## config.mk

```make
export PLATFORM = sky130hd
export DESIGN_NAME = if_id_pipe
export DESIGN_NICKNAME = d
export VERILOG_FILES = /design/src/rtl/if_id_pipe_pkg.sv /design/src/rtl/if_id_pipe_sat_counter16.sv /design/src/rtl/if_id_pipe.sv
export SDC_FILE = /design/constraint.sdc
export NUM_CORES = 1
export LEC_CHECK = 0
export CAP_MARGIN = 10
export CORE_ASPECT_RATIO = 1.75
export CORE_MARGIN = 1.5
export CORE_UTILIZATION = 42
export CTS_BUF_LIST = sky130_fd_sc_hd__clkbuf_8
export CTS_CLUSTER_DIAMETER = 60
export DETAILED_ROUTE_END_ITERATION = 8
export GPL_TIMING_DRIVEN = 0
export PLACE_DENSITY = 0.86
export SYNTH_ARGS = -nofsm -noshare
export SYNTH_HDL_FRONTEND = slang
export SYNTH_SLANG_ARGS = --single-unit
```

## constraint.sdc

```tcl
create_clock -name clk_i -period 1.9 [get_ports clk_i]
set_clock_uncertainty 0.05 [all_clocks]
set_input_delay 0.475 -clock clk_i [delete_from_list [all_inputs] [get_ports clk_i]]
set_output_delay 0.475 -clock clk_i [all_outputs]
set_load 0.05 [all_outputs]
```

## src/rtl/if_id_pipe_pkg.sv

```systemverilog
// if_id_pipe_pkg: shared widths, PC step, default bubble encoding and stage state type.
package if_id_pipe_pkg;
  localparam int PC_W = 16;
  localparam int INSTR_W = 32;
  localparam logic [PC_W-1:0] PC_STEP = 16'd4;
  localparam logic [INSTR_W-1:0] NOP_DEFAULT = 32'h0000_0000;
  typedef enum logic {EMPTY = 1'b0, FULL = 1'b1} state_e;
endpackage

```

## src/rtl/if_id_pipe_sat_counter16.sv

```systemverilog
// sat_counter16: 16-bit event counter that sticks at all-ones; clear has priority over inc.
module sat_counter16 (
  input  logic        clk_i,
  input  logic        clear_i,
  input  logic        inc_i,
  output logic [15:0] cnt_o
);
  logic [15:0] cnt_q, cnt_d;
  always_comb cnt_d = (inc_i && cnt_q != 16'hFFFF) ? cnt_q + 16'd1 : cnt_q;
  always_ff @(posedge clk_i)
    if (clear_i) cnt_q <= '0;
    else cnt_q <= cnt_d;
  assign cnt_o = cnt_q;
endmodule

```

## src/rtl/if_id_pipe.sv

```systemverilog
// if_id_pipe: IF/ID pipeline register with flush > stall > capture priority.
// Define IF_ID_PERF_EN to add saturating stall/flush event counters.
module if_id_pipe
  import if_id_pipe_pkg::*;
#(
  parameter logic [INSTR_W-1:0] NOP_INSTR = NOP_DEFAULT
) (
  input  logic               clk_i,
  input  logic               rst_i,
  input  logic               DHZ_i,
  input  logic               flush_i,
  input  logic [PC_W-1:0]    pc_i,
  input  logic [INSTR_W-1:0] instr_i,
`ifdef IF_ID_PERF_EN
  output logic [15:0]        stall_cnt_o,
  output logic [15:0]        flush_cnt_o,
`endif
  output logic               valid_o,
  output logic [PC_W-1:0]    pc_o,
  output logic [PC_W-1:0]    pc_plus4_o,
  output logic [INSTR_W-1:0] instr_o
);
  state_e state_q, state_d;
  logic [PC_W-1:0] pc_q, pc_d, pc4_q, pc4_d;
  logic [INSTR_W-1:0] instr_q, instr_d;
  always_comb begin
    state_d = state_q;
    pc_d = pc_q;
    pc4_d = pc4_q;
    instr_d = instr_q;
    if (flush_i) begin
      state_d = EMPTY;
      pc_d = '0;
      pc4_d = '0;
      instr_d = NOP_INSTR;
    end else if (!DHZ_i) begin
      state_d = FULL;
      pc_d = pc_i;
      pc4_d = pc_i + PC_STEP;
      instr_d = instr_i;
    end
  end
  always_ff @(posedge clk_i)
    if (rst_i) begin
      state_q <= EMPTY;
      pc_q <= '0;
      pc4_q <= '0;
      instr_q <= NOP_INSTR;
    end else begin
      state_q <= state_d;
      pc_q <= pc_d;
      pc4_q <= pc4_d;
      instr_q <= instr_d;
    end
  assign valid_o = (state_q == FULL);
  assign pc_o = pc_q;
  assign pc_plus4_o = pc4_q;
  assign instr_o = instr_q;
`ifdef IF_ID_PERF_EN
  sat_counter16 u_stall_cnt (.clk_i(clk_i), .clear_i(rst_i), .inc_i(DHZ_i && !flush_i), .cnt_o(stall_cnt_o));
  sat_counter16 u_flush_cnt (.clk_i(clk_i), .clear_i(rst_i), .inc_i(flush_i), .cnt_o(flush_cnt_o));
`endif
endmodule
```

==> metrics <==
clock power share a little under two fifths; Req. time, crit path 2110 ps; antenna cells 0; top cells by count, synth dfxtp_1 (63), nor2_1 (57), mux2i_1 (45); critical path startpoint category input pin; sequential fraction of design power between 40% and 50%; cts hold-fix bufs 0; Final Cell Area between 3000 and 4000 um^2; minimum clock period around 1800 ps; Synth area leader dfxtp_1; Area contributors post-synth dfxtp_1 (51%), mux2i_1 (18%), nor2_1 (8.6%), a21oi_1 (3.0%), xnor2_1 (1.4%); Post-synth ARST share 0%; Adder-Cell Fraction of Synth Area less than 1%; Synth Area per Inst 9.91 um^2; top-count cell post-synth dfxtp_1; crit path to pc_plus4_o[13]; Seq/Total Area, Yosys 50.7%; r2r setup slk slightly above 1000 ps; relative slew slack 63.5%; Final setup violation count 0; pwr dens 795 nW/um^2; WL/cell roughly 14 um; mapped cell area around 2500 um^2; first-pass GRT wire length between 9 and 10 mm; Total Wirelength between 6 and 7 mm; vias in the first global route around 2200; initial DRC count roughly 110; FF-to-FF Start pc_plus4_o[13]; vias between 2000 and 2500; chip width 61.2 um; fraction of layout cells with a size suffix above 1 8.64%; yosys warns 0; clock sink total 63; final hold violation count 0; largest net degree at the start of global routing 11; Slew @ Worst Pin 550 ps; DRC 0; final period utilization between 90 and 100%; Root Buffer clkbuf_8; Initial Utilization 44.2%; RePlAce Congestion about 0.77; cell internal pwr roughly 2.3 mW; Synth top area share 50.7%; NetSw approximately 0.83 mW; Post-DP Area between 3000 and 4000 um^2; worst-path cell chain clkdlybuf4s50_1 -> nand3_2 -> nor4b_4 -> mux2_1 -> nor2_1; Inserted Clock Buffers 9; worst-skew pair later-pin latency roughly 320 ps; gr usage total between 20% and 30%; xor and xnor area share after synthesis between 2 and 3%; worst hold path type reg -> reg; initial antenna violation count 0; Crit Path Class in -> reg; final core utilization 69.0%; Max FO, Critical Path 5; Net Sw Frac 27.0%; area grow syn2layout 56.3%; max incr delay on CP 640 ps; hpwl dp roughly 5.0 mm; vias per cell 4.86; status complete, no violations; worst r2r path cells 3; highest clock rate between 500 and 600 MHz; clock slew at reported path FFs roughly 70 ps; drt first pass iters 4; Seq cells post-synth 63; Mapped Cells 251; CTS tree yes; R2R Path End pc_plus4_o[13]; post-synthesis compound-gate area fraction 5.68%; Port Buffers 116; Die ar. about 6400 um^2; CP startpoint pc_i[10]; max_cap viols 0; count of flip-flops with a built-in enable after synthesis 0; Die Y approximately 100 um; Final Net Count 431; post-synth net total just over 300; Final Power between 3 and 4 mW; Worst Path Arrival just over 2000 ps; Antenna Nets Post-Route 0; combinational family with the most area after synthesis multiplexers; Slew Limit Fails 0; Comb pwr share ~18%; Clock Path Buffers 2; post-synthesis mux area share around 19%; slowest CP cell clkdlybuf4s50_1; Post-synth top flop dfxtp_1; Peak supply drop approximately 0.0008 V; gr ovfl total 0; site row count 36; Simple-Gate Fraction of Synth Area between 10% and 20%; Critical Path Sink Type flip-flop; Unique masters post-synth 36; total I/O pin count roughly 120; core area roughly 5600 um^2; Fin Hold WS about 420 ps; Leakage 1.92 nW; H-tree lvl count 3
layer usage:
layer | share of wire [%] | track usage [%]
met3 | 5.9 | 5.69
met1 | 37 | 21.1
met5 | 0 | 0
met2 | 55 | 37.2
met4 | 2.4 | 8.85
sequential cells by signal, summed over array words and instances (netlist names):
signal	cells
instr_o	32
valid_o	1
pc_o	16
pc_plus4_o	14
power groups by stage:
stage / registers (mW) / clock network [mW] / logic, mW
2_1_floorplan: 1.58 / 0 / 0.175
3_3_place_gp: 1.42 / 0 / 0.576
3_5_place_dp: 1.42 / 0 / 0.583
4_1_cts: 1.39 / 1.17 / 0.553
5_1_grt: 1.39 / 1.24 / 0.587
6_report: 1.39 / 1.15 / 0.554
cell type report:
| type | count | area [um^2] |
|---|---|---|
| sequential | 63 | 1260 |
| inverter | 2 | 7.51 |
| tap | 76 | 95.1 |
| buffer | 18 | 110 |
| clock buffer | 11 | 151 |
| timing repair buffer | 116 | 1090 |
| clock inverter | 4 | 46.3 |
| fill | 479 | 1740 |
| multi-input combinational | 168 | 1130 |
repair_timing:
item / 4_1_cts / 5_1_grt
buffers inserted: 0 / 0
resized for setup: 65 / 9
gates cloned: 0 / 0
setup endpoints to repair: 65 / 12
pin swaps: 0 / 1
critical path, delay by kind of cell:
family,cells,cell delay (ps)
muxes,1,340
buffers and inverters,1,640
and+or+nand+nor,3,600
cells by family (layout without fill, tap and decap cells):
kind of cell | Yosys count | in the layout
compound gates | 25 | 25
xor+xnor | 8 | 8
fa+ha+maj | 1 | 1
buf+inv | 20 | 151
flops | 63 | 63
mux | 46 | 46
simple gates | 88 | 88
worst min-delay path by stage:
stage | start | endpoint | slack (ps) | cells after the start
final | pc_o[8] | pc_o[8] | 420 | 2
after global placement | valid_o | valid_o | 390 | 2
after global routing | valid_o | valid_o | 450 | 2
after CTS | pc_o[8] | pc_o[8] | 420 | 2
after detailed placement | pc_o[8] | pc_o[8] | 410 | 2
after floorplan | pc_i[13] | pc_plus4_o[14] | 530 | 1
cell usage in the layout, fill, tap and decap left out, types with 3 or more instances in the layout:
cell type         n
o21ai_0           5
nor3_1            4
nand2_1           3
mux2i_1          45
xnor2_1           4
dlygate4sd2_1    65
inv_1             3
clkdlybuf4s50_1  47
nor2_1           57
xor2_1            4
a21oi_1          15
buf_2             5
dlymetal6s2s_1    4
clkbuf_1          6
nand3_1           4
nor2b_1           4
clkbuf_8         13
dfxtp_1          63
per-stage QoR:
step,setup TNS (ps),instances,setup WS [ps]
finish,0,458,54.2
global route,-9.92,458,-9.92
CTS,0,458,50.4
detailed placement,-8670,443,-281
global placement,-6400,443,-262
floorplan,0,251,398
Power figures use the tool's default switching activity.
